<file path="src/rtl/rd_reg_bank.sv">
// rd_reg_bank: DEPTH x 32-bit register bank with a one-deep, back-pressured read
// response channel. Build option RD_REG_BANK_CLEAR_ON_READ_EN makes an accepted
// in-range read clear the register it returns (a same-edge write still wins).
//
// state   | meaning
// S_EMPTY | no response held, rd_valid_out=0
// S_FULL  | response held in rd_data_q/rd_err_q, rd_valid_out=1
module rd_reg_bank #(
  parameter int DEPTH = 4,
  parameter int AW    = 2
) (
  input  logic          clk,
  input  logic          rst,
  input  logic          wr_in,
  input  logic [AW-1:0] wr_addr_in,
  input  logic [31:0]   data_in,
  input  logic          rd_req_in,
  input  logic [AW-1:0] rd_addr_in,
  output logic          rd_ack_out,
  output logic          rd_valid_out,
  output logic [31:0]   rd_data_out,
  output logic          rd_err_out,
  input  logic          rd_ready_in
);

  typedef enum logic {S_EMPTY = 1'b0, S_FULL = 1'b1} state_t;

  localparam logic [AW:0] DEPTH_W = (AW+1)'(DEPTH);

  state_t      state_q, state_d;
  logic [31:0] r_q [DEPTH];
  logic [31:0] r_d [DEPTH];
  logic [31:0] rd_data_q, rd_data_d;
  logic        rd_err_q, rd_err_d;
  logic        accept;
  logic        rd_in_range;
  logic [31:0] rd_word;

  // Read address decode; the mux sees pre-edge contents so same-edge writes are invisible
  always_comb begin
    rd_in_range = ({1'b0, rd_addr_in} < DEPTH_W);
    rd_word     = '0;
    for (int i = 0; i < DEPTH; i++) begin
      if (rd_addr_in == AW'(i)) rd_word = r_q[i];
    end
  end

  // FSM outputs: valid from state, ack combinational from state and consumer ready
  always_comb begin
    rd_valid_out = (state_q == S_FULL);
    rd_ack_out   = rst && rd_req_in && ((state_q == S_EMPTY) || rd_ready_in);
    accept       = rd_ack_out;
  end

  assign rd_data_out = rd_data_q;
  assign rd_err_out  = rd_err_q;

  // FSM next state and response register reload on accept
  always_comb begin
    state_d   = state_q;
    rd_data_d = rd_data_q;
    rd_err_d  = rd_err_q;
    if (accept) begin
      state_d   = S_FULL;
      rd_data_d = rd_in_range ? rd_word : 32'd0;
      rd_err_d  = !rd_in_range;
    end else if ((state_q == S_FULL) && rd_ready_in) begin
      state_d = S_EMPTY;
    end
  end

  // Storage next value: optional clear-on-read first, so a same-address write overrides it
  always_comb begin
    for (int i = 0; i < DEPTH; i++) begin
      r_d[i] = r_q[i];
`ifdef RD_REG_BANK_CLEAR_ON_READ_EN
      if (accept && (rd_addr_in == AW'(i))) r_d[i] = 32'd0;
`else
`endif
      if (wr_in && (wr_addr_in == AW'(i))) r_d[i] = data_in;
    end
  end

  // All state, with synchronous active-low reset overriding everything
  always_ff @(posedge clk) begin
    if (!rst) begin
      state_q   <= S_EMPTY;
      rd_data_q <= '0;
      rd_err_q  <= 1'b0;
      for (int i = 0; i < DEPTH; i++) r_q[i] <= '0;
    end else begin
      state_q   <= state_d;
      rd_data_q <= rd_data_d;
      rd_err_q  <= rd_err_d;
      for (int i = 0; i < DEPTH; i++) r_q[i] <= r_d[i];
    end
  end

endmodule

</file>
<file path="config.mk">
export PLATFORM = sky130hd
export DESIGN_NAME = rd_reg_bank
export DESIGN_NICKNAME = d
export VERILOG_FILES = /design/src/rtl/rd_reg_bank.sv
export SDC_FILE = /design/constraint.sdc
export NUM_CORES = 1
export LEC_CHECK = 0
export BUFFER_PORTS_ARGS = -buffer_cell sky130_fd_sc_hd__buf_2
export CORE_MARGIN = 1.5
export CORE_UTILIZATION = 45
export DETAILED_ROUTE_END_ITERATION = 8
export PLACE_DENSITY = 0.74
export SLEW_MARGIN = 10
export SYNTH_ARGS = -nofsm -noshare
export SYNTH_HDL_FRONTEND = slang
export SYNTH_SLANG_ARGS = --single-unit
</file>
<file path="constraint.sdc">
create_clock -name clk -period 1.5 [get_ports clk]
set_clock_uncertainty 0.1 [all_clocks]
set_input_delay 0.15 -clock clk [delete_from_list [all_inputs] [get_ports clk]]
set_output_delay 0.15 -clock clk [all_outputs]
set_load 0.05 [all_outputs]
</file>
* After elaboration in Yosys (flattened, before gate mapping)
Memories as Yosys holds them, arrays and structs flattened.
Cells that the tools add are included.
** Cells by class
- Multiply operators :: 0
- Equality and inequality tests :: 6
- Shift-type cells :: 0
- Muxes and demuxes :: 16
- Add/sub/neg operators :: 0
- Divide/modulo/power cells :: 0
- Bitwise logic cells :: 5
- Reductions and logical operators :: 11
- Magnitude comparators :: 0
** Operators by type and width (number)
- 2-to-1 mux 32 bit :: 12
- == test 2 bit (second input constant) :: 4
- logical AND 1 bit :: 7
- == test 2 x 1 -> 1 bit (second input constant) :: 2
- logical NOT 2 bit :: 2
- 2-to-1 mux 1 bit :: 4
- bitwise OR 1 bit :: 4
- nonzero test 2 bit :: 1
- logical OR 1 bit :: 1
- NOT 1 bit :: 1
** Word-level totals
- Output and inout port bits :: 35
- ROM bits :: 0
- Logic and storage cells :: 41
- RAM bits :: 128
- Register bits after elaboration :: 33
- Latch bits :: 0
- Memories :: 1
** Memory list
- r_q :: depth 4, bits a word 32, rd ports 4, clocked after Yosys merged registers in 0, wr ports 4, line 31 : logic [31:0] r_q [DEPTH];

* Logic depth before layout (Yosys ltp)
Gate-level depths: netlist (run 1).
- Depth in word-level cells :: 5
- Gate-level depth with buffers :: 5
- Gate-level depth less buffers :: 3

* Worst setup path before layout (run 1)
No wires, ideal clock.
- Path kind :: reg2reg
- Start :: reg state_q, in the netlist rd_valid_out
- End :: reg rd_data_q[0], in the netlist rd_data_out[0]
- Period minus slack after synthesis :: 1751 ps
- Arrival time :: 1534 ps
- Slack :: -251 ps
- Cell stages (with the launch flop) :: 6
- Setup time :: 117 ps
- Data required time :: 1283 ps
- Path through :: dfxtp_1 -> nand2b_1 -> and3_1 -> clkbuf_1 -> buf_2 -> a22o_1
** On the way
- Longest elaborated chain between the ends :: 3
** Ends and longest elaborated chain
- start, declared :: line 30 : state_t state_q, state_d;
- start signal, assigned :: line 92 : state_q <= state_d;
- NOT 1 bit :: line 51 : rd_ack_out = rst && rd_req_in && ((state_q == S_EMPTY) || rd_ready_in);
- logical OR 1 bit :: line 51
- logical AND 1 bit :: line 51
- named net rd_ack_out :: line 19 : output logic rd_ack_out,
- end signal, assigned :: line 93 : rd_data_q <= rd_data_d;
- end, declared :: line 33 : logic [31:0] rd_data_q, rd_data_d;
The timed path passes the listed nets, and every way through them passes these cells.
A chain may end at the register's enable or synchronous reset.

* Worst setup path after layout (run 1)
- Start :: in rd_req_in
- End :: out rd_ack_out
** On the way
- Longest elaborated chain between the ends :: 2
** Ends and longest elaborated chain
- start, declared :: line 17 : input logic rd_req_in,
- logical AND 1 bit (2 in series) :: line 51
- end, declared :: line 19
No other way between the ends.

==> flow_summary.json, run 1 <==
{
  "routed_wl_um": 16760,
  "criticalPathCategory": "in2out",
  "syn_to_final_growth_pct": 24.85,
  "max_freq_mhz": 673.9,
  "wl_per_cell_um": 17.32,
  "ys_top_cells_by_area": "dfxtp_1, nand2_1, mux4_2, a21boi_0, a21boi_1",
  "cp.buffers_inverters": 3,
  "required_ns": 1.25,
  "maxCapViolCount": 0,
  "arrival_ns": 1.23,
  "syn_area_per_cell_um2": 9.618,
  "row_count": 43,
  "grt_max_degree": 129,
  "fin_util_pct": 58.15,
  "die_y_um": 123.6,
  "drt_iter0_drc": 398,
  "slew_viol_final": 0,
  "diodes": 0,
  "dieArea_um2": 15270,
  "core_area_um2": 14040,
  "dr_total_vias": 5319,
  "insertion_delay_ns": 0.42,
  "ant_nets": 0,
  "setup_viol_count_final": 0,
  "ys_warn_count": 0,
  "dr.pass1.iters": 5,
  "crit_path_max_incr_delay_ns": 0.54,
  "synth_cells": 680,
  "synth_area_um2": 6540,
  "grt.overflow.total": 0,
  "rsz0062_at_grt": "yes",
  "start_kind": "input pin",
  "cts_tree": "done",
  "fp.dieW_um": 123.6,
  "port_buffers": 74,
  "clock_tree.root_cell": "clkbuf_16",
  "dp_slack_ns": -0.05073,
  "yosysTopAreaCell": "dfxtp_1",
  "cts_sinks": 161,
  "yosysSeqAreaShare_pct": 49.28,
  "clockBufferDepth": 2,
  "grt_pass1_wl_um": 27130,
  "setup_tns_ns": 0,
  "syn-num-nets": 721,
  "power_mw": 9.606,
  "grt_usage_pct": 23.42,
  "nets": 819,
  "hold_viol": 0,
  "ys_ff_latch": 161,
  "initial_core_util_pct": 46.57,
  "min_period_over_period_pct": 98.93,
  "gp_congestion": 0.7747,
  "drcViolationCount": 0,
  "htreeDepth": 4,
  "layout-drive-gt1-share_pct": 20.69,
  "irDropWorstVdd_uv": 686.2,
  "cp_max_fo": 3,
  "clk_pin_slew_ns": 0.06,
  "leakage_nw": 3.125,
  "power_density_nw_per_um2": 1176,
  "status": "completed",
  "crit_path_end_kind": "primary output",
  "layout.cells.non_filler": 968,
  "period_minus_slack_ns": 1.484,
  "synth_top_area_share_pct": 49.28,
  "layout_setup_ws_ns": 0.01600,
  "crit_family": "buffers and inverters",
  "fin_hold_ws_ns": 0.2097,
  "crit_chain": "dlygate4sd3_1 > buf_2 > and3_4 > buf_8",
  "antenna_found_initial": 0,
  "cts_buffers": 17,
  "hold_class": "in2reg",
  "io_pins": 76,
  "dpl_cell_area_um2": 7183,
  "dpl.cell_count": 902,
  "cp_slowest_cell": "dlygate4sd3_1",
  "grt_pass1_vias": 5435,
  "routed_via_density": 5.495,
  "place_hpwl_um": 10080,
  "yosysUniqueCellTypes": 21,
  "final_area_um2": 8165
}
timing repair:
action | CTS | global route
buffers inserted | 1 | 1
pin swaps | 1 | 0
resized for setup | 6 | 1
hold buffers | 35 | 0
endpoints found under the setup margin | 27 | 1
endpoints found under the hold margin | 129 | 0
state kept, by name, indices dropped and copies added, names as in the netlist:
signal        flops
rd_valid_out      1
r_q             128
rd_data_out      32
worst reg2reg max path: stages (launching register included):
cell and delay [ns]:
dfxtp_4 0.35, nand2b_4 0.06, and3_4 0.18, buf_4 0.17, buf_4 0.21, a22o_1 0.22
placed cells by master, fill, tap and decap left out:
| cell | n |
|---|---|
| inv_1 | 1 |
| nand2b_4 | 1 |
| and3_1 | 1 |
| nand3b_1 | 2 |
| nor3b_4 | 1 |
| buf_2 | 72 |
| clkinvlp_4 | 1 |
| clkbuf_16 | 17 |
| mux4_2 | 30 |
| clkinv_2 | 2 |
| a21boi_0 | 89 |
| bufinv_16 | 2 |
| a21boi_4 | 1 |
| and3_4 | 1 |
| nand3_1 | 1 |
| conb_1 | 1 |
| buf_12 | 11 |
| buf_4 | 17 |
| dfxtp_1 | 160 |
| and3b_1 | 2 |
| dfxtp_4 | 1 |
| a22o_1 | 32 |
| clkbuf_1 | 2 |
| a21boi_1 | 40 |
| nand2_1 | 256 |
| dlygate4sd3_1 | 35 |
| mux4_1 | 2 |
| buf_8 | 1 |
| or3b_1 | 1 |
| clkbuf_8 | 5 |
Yosys cell counts:
library cell,instances
nand2b_1,1
buf_1,1
a21boi_0,89
mux4_1,2
a22o_1,32
nor3b_2,1
nand2_1,256
inv_1,1
nand3_1,1
dfxtp_1,161
and3b_1,2
buf_4,1
mux4_2,30
nand3b_1,2
clkbuf_1,20
a21boi_1,41
and3_1,2
buf_2,31
buf_6,4
conb_1,1
or3b_1,1
per-layer routing:
layer | track usage [%] | wire length, µm | vias to the layer above
met3 | 4.982 | 1003 | 25
met5 | 0 | 0 | -
li1 | - | - | 2507
met2 | 40.35 | 8437 | 174
met4 | 8.477 | 241 | 0
met1 | 28.95 | 7079 | 2613
path summary, 6_finish.rpt:
check / from / end / slack (ns) / cells after the start
max: rd_req_in / rd_ack_out / 0.02 / 4
min: wr_addr_in[0] / r_q[0][3] / 0.21 / 5
max reg2reg: rd_valid_out / rd_data_out[16] / 0.09 / 5
min reg2reg: r_q[0][22] / r_q[0][22] / 0.36 / 2
power breakdown:
part | internal [mW] | switching [mW] | total (mW)
Combinational | 0.398 | 0.490 | 0.888
Sequential | 4.41 | 0.0697 | 4.48
Clock | 2.64 | 1.60 | 4.24
cell families (layout without fill, tap and decap cells):
family                 count (synthesis)  after routing  synth area share [%]
AO/OA/AOI/OAI                        162            162                 19.21
multiplexers                          32             32                 11.13
flip-flops                           161            161                 49.28
other                                  1              1               0.05734
buffers and inverters                 58            166                 4.438
AND/OR/NAND/NOR                      266            266                 15.88
layout make-up:
cell class,count,area [µm²]
clock buffers,24,501.7
clock inverters,5,77.57
fillers,1150,5877
inverters,1,3.754
multi-input cells,461,3057
flip-flops and latches,161,3227
well taps,180,225.2
repair buffers,136,1074
Power figures use the tool's default switching activity.
==> run 2, diff against run 1 <==
- CORE_ASPECT_RATIO: unset -> 0.7
==> run 2 against run 1 <==
  * Global-route usage shrank 0.61 points
  * Utilization shrank 0.40 points
  * Worst hold slack lost 0.089 ns
  * Sequential share of layout area grew 0.24 points
  * Power shrank 1.6%
  * Register-to-register slack gained 0.04 ns
  * Sequential cell count is the same
  * Final cell count grew 1.0%
  * Clock power shrank 3%
  * Non-clock buffer count shrank 3
  * Via count grew 0.30%
  * Worst setup slack gained 0.013 ns
==> flow_summary.json, run 2 (synthesis results as in run 1) <==
{
  "initial_core_util_pct": 46.54,
  "dieArea_um2": 15280,
  "grt_max_degree": 129,
  "core_area_um2": 14050,
  "required_ns": 1.25,
  "hold_class": "in2reg",
  "layout-drive-gt1-share_pct": 21.07,
  "antenna_found_initial": 0,
  "arrival_ns": 1.22,
  "status": "completed",
  "maxCapViolCount": 0,
  "fin_util_pct": 57.75,
  "syn_to_final_growth_pct": 24.09,
  "grt_pass1_wl_um": 27190,
  "irDropWorstVdd_uv": 767.9,
  "slew_viol_final": 0,
  "port_buffers": 74,
  "final_common_cell": "nand2_1",
  "ant_nets": 0,
  "dr.pass1.iters": 5,
  "layout_setup_ws_ns": 0.02877,
  "clk_pin_slew_ns": 0.06,
  "drcViolationCount": 0,
  "start_kind": "input pin",
  "drt_iter0_drc": 374,
  "criticalPathCategory": "in2out",
  "cts_buffers": 17,
  "dp_slack_ns": -0.06449,
  "cp_max_fo": 3,
  "insertion_delay_ns": 0.42,
  "min_period_over_period_pct": 98.08,
  "wl_per_cell_um": 17.14,
  "routed_via_density": 5.455,
  "grt_pass1_vias": 5467,
  "cts_sinks": 161,
  "most-common-layout-cells": "nand2_1, dfxtp_1, a21boi_0",
  "setup_tns_ns": 0,
  "fp.dieW_um": 147.1,
  "grt.overflow.total": 0,
  "power_mw": 9.452,
  "gp_congestion": 0.7486,
  "cts_tree": "done",
  "cp_slowest_cell": "dlygate4sd3_1",
  "crit_path_max_incr_delay_ns": 0.53,
  "grt_usage_pct": 22.80,
  "routed_wl_um": 16760,
  "max_freq_mhz": 679.7,
  "setup_viol_count_final": 0,
  "rsz0062_at_grt": "no",
  "diodes": 0,
  "crit_path_end_kind": "primary output",
  "die_y_um": 103.9,
  "crit_family": "buffers and inverters",
  "nets": 816,
  "power_density_nw_per_um2": 1165,
  "period_minus_slack_ns": 1.471,
  "largest_register_ffs": 128,
  "hold_viol": 0,
  "clockBufferDepth": 2,
  "cp.buffers_inverters": 3,
  "htreeDepth": 4,
  "place_hpwl_um": 10200,
  "io_pins": 76,
  "row_count": 36,
  "clock_tree.root_cell": "clkbuf_16",
  "crit_chain": "dlygate4sd3_1 > buf_2 > and3_4 > buf_12",
  "dr_total_vias": 5335,
  "leakage_nw": 3.082,
  "regMostFlops": "r_q"
}
[run 2: area by class of cell]
class / instances / area (µm²)
fillers: 1242 / 5938
multi-input cells: 461 / 3057
clock inverters: 15 / 138.9
clock buffers: 17 / 425.4
well taps: 190 / 237.7
inverters: 1 / 3.754
flip-flops and latches: 161 / 3227
repair buffers: 133 / 1026
[run 2: worst min-delay path: stages]
cell and delay, ns:
buf_2 0.10, nand3_1 0.17, nand2_1 0.11, a21boi_0 0.06
[run 2: metrics by stage]
stage          instances  hold WS, ns  area (µm²)
2_1_floorplan        680       0.1779        6544
3_3_place_gp         911       0.3217        7176
3_5_place_dp         911       0.3319        7176
4_1_cts              978       0.1098        8115
5_1_grt              978       0.1631        8115
6_report             978       0.1205        8115
[run 2: per-layer routing]
layer  wire length [µm]  vias up  GRT usage [%]
li1                   -     2507              -
met5                  0        -              0
met3               1006       15          3.772
met1               6964     2617          27.11
met2               8631      196          41.38
met4                157        0          8.214
[run 2: timing repair]
item | 4_1_cts | 5_1_grt
endpoints found under the hold margin | 129 | 0
pin swaps | 1 | 0
gates resized for setup | 7 | 1
setup endpoints to repair | 1 | 1
setup buffers | 1 | 0
cloned | 0 | 0
hold buffers | 34 | 0
[run 2: power breakdown]
part / total (mW) / internal [mW] / switching, mW
logic: 0.879 / 0.389 / 0.490
registers: 4.47 / 4.41 / 0.0691
clock network: 4.10 / 2.29 / 1.81
[run 2: path summary, 6_finish.rpt]
check                          to          start  cells after the start  slack [ns]
setup / recovery       rd_ack_out      rd_req_in                      4        0.03
hold / removal         r_q[3][29]  wr_addr_in[1]                      4        0.12
setup reg to reg  rd_data_out[30]   rd_valid_out                      5        0.13
hold reg to reg        r_q[2][29]     r_q[2][29]                      2        0.35
==> run 3, diff against run 2 <==
- BUFFER_PORTS_ARGS: -buffer_cell sky130_fd_sc_hd__buf_2 -> unset
- CORE_ASPECT_RATIO: 0.7 -> unset
- DONT_BUFFER_PORTS: unset -> 1
- PLACE_DENSITY: 0.74 -> 0.7
==> run 3 against run 2 <==
  * Register-to-register slack got worse by 0.05 ns
  * Clock power rose by 7.6%
  * The run now ends with negative hold slack, negative setup slack left
  * Sequential share of layout area fell by 1.5 points
  * Power rose by 2.7%
==> flow_summary.json, run 3 (synthesis results as in run 1) <==
{
  "nets": 820,
  "criticalPathCategory": "reg2out",
  "maxCapViolCount": 0,
  "hold_class": "in2reg",
  "rsz0062_at_grt": "yes",
  "place_hpwl_um": 9863,
  "cts_sinks": 161,
  "cp_max_fo": 2,
  "crit_path_max_incr_delay_ns": 0.35,
  "crit_family": "flip-flops",
  "fin_hold_ws_ns": -0.08215,
  "dr.pass1.iters": 5,
  "io_pins": 76,
  "layout-drive-gt1-share_pct": 14.92,
  "irDropWorstVdd_uv": 898.7,
  "drcViolationCount": 0,
  "slew_viol_final": 0,
  "layout.cells.non_filler": 971,
  "cts_buffers": 17,
  "grt_pass1_wl_um": 28730,
  "regMostFlops": "r_q",
  "highest-signal-layer": "met4",
  "hold_start": "rd_addr_in[1]",
  "antenna_found_initial": 0,
  "r2r_start": "rd_valid_out",
  "start_kind": "flop",
  "final_common_cell": "nand2_1",
  "ant_nets": 0,
  "wl_per_cell_um": 18.46,
  "port_buffers": 0,
  "cts_hold_buf": 81,
  "most-common-layout-cells": "nand2_1, dfxtp_1, a21boi_0",
  "grt_pass1_vias": 5722,
  "clockBufferDepth": 2,
  "max_freq_mhz": 661.0,
  "min_period_over_period_pct": 100.9,
  "grt_usage_pct": 25.15,
  "diodes": 0,
  "fin_util_pct": 59.98,
  "crit_path_end_kind": "primary output",
  "clk_pin_slew_ns": 0.06,
  "layout_setup_ws_ns": -0.01296,
  "arrival_ns": 1.26,
  "cp.depth": 4,
  "dr_total_vias": 5340,
  "leakage_nw": 3.239,
  "drt_iter0_drc": 489,
  "required_ns": 1.25,
  "grt.overflow.total": 0,
  "r2r_end": "rd_valid_out",
  "dp_slack_ns": 0.1621,
  "cp.buffers_inverters": 2,
  "hold_path_depth": 2,
  "insertion_delay_ns": 0.42,
  "row_count": 43,
  "cts_tree": "done",
  "routed_via_density": 5.499,
  "met2_length_um": 8965,
  "dieArea_um2": 15270,
  "gp_congestion": 0.7190,
  "status": "finished with violations",
  "hold_viol": 31,
  "period_minus_slack_ns": 1.513,
  "core_area_um2": 14040,
  "met1Wirelength_um": 7144,
  "crit_chain": "nand2b_4 > and3_4 > buf_12 > buf_12",
  "fp.dieW_um": 123.6,
  "dpl.cell_count": 856,
  "cp_slowest_cell": "dfxtp_4",
  "met3WireLength_um": 1485,
  "die_y_um": 123.6,
  "initial_core_util_pct": 46.57,
  "clock_tree.root_cell": "clkbuf_16",
  "grt_max_degree": 83,
  "r2r_slack_ns": 0.08,
  "largest_register_ffs": 128,
  "whs_endpoint": "rd_data_out[8]",
  "routed_wl_um": 17930,
  "failed_checks": "negative hold slack, negative setup slack",
  "ff2ff_path_depth": 4,
  "htreeDepth": 4,
  "syn_to_final_growth_pct": 28.79,
  "power_density_nw_per_um2": 1153,
  "cp_common_cell": "buf_12",
  "setup_viol_count_final": 1
}
[run 3: changes by cell type in the layout (fill, tap and decap cells not counted), moves of 2 or more]
cell / change
buf_12: -7
buf_2: -73
buf_4: +36
bufinv_16: +2
clkbuf_1: +5
clkbuf_8: +4
clkinv_4: -5
clkinvlp_4: -6
dlygate4sd3_1: +46
[run 3: worst max path at each step]
| stage | startpoint | endpoint | slack (ns) |
|---|---|---|---|
| finish | rd_valid_out | rd_ack_out | -0.01 |
| global route | rd_valid_out | rd_ack_out | -0.05 |
| CTS | rd_valid_out | rd_ack_out | -0.03 |
| detailed placement | rd_valid_out | rd_ack_out | 0.16 |
| global placement | rd_valid_out | rd_ack_out | 0.17 |
| floorplan | rd_valid_out | rd_data_out[0] | 0.0006 |
[run 3: cell type report]
cell class	instances	area, µm²
clock buffers	26	499.2
multi-input cells	461	3057
inverters	1	3.754
clock inverters	5	100.1
well taps	180	225.2
fillers	1147	5619
repair buffers	137	1311
flip-flops and latches	161	3227
[run 3: report_power, final]
part / switching, mW / internal (mW) / leakage, nW
Combinational: 0.425 / 0.403 / 1.64
Clock: 1.63 / 2.78 / 0.294
Sequential: 0.0639 / 4.41 / 1.31
[run 3: what timing repair did]
item                       in CTS  in global routing
setup buffers                   2                  0
cloned                          1                  0
hold endpoints to repair      161                 31
setup endpoints to repair       1                  1
resized for setup               5                  0
pin swaps                       1                  0
[run 3: stage by stage]
stage          total power, mW  TNS [ns]  hold slack, ns  cell area, µm²
4_1_cts                  9.751  -0.02582        -0.09359            8423
5_1_grt                  10.00  -0.04974        -0.08440            8423
3_5_place_dp             5.147         0          0.1873            6924
6_report                 9.710  -0.01296        -0.08215            8423
2_1_floorplan            5.054         0          0.1779            6544
3_3_place_gp             5.118         0          0.1860            6924
[run 3: layer usage]
metal	vias up	GRT usage, %
met1	2600	29.38
met3	24	7.288
li1	2513	-
met2	203	43.75
met4	0	9.339
met5	-	0
[run 3: worst register-to-register path, delay by kind of cell, from the launching register on]
family	cells	cell delay, ns
AO/OA/AOI/OAI	1	0.15
buffers and inverters	2	0.70
flip-flops	1	0.35
AND/OR/NAND/NOR	1	0.05
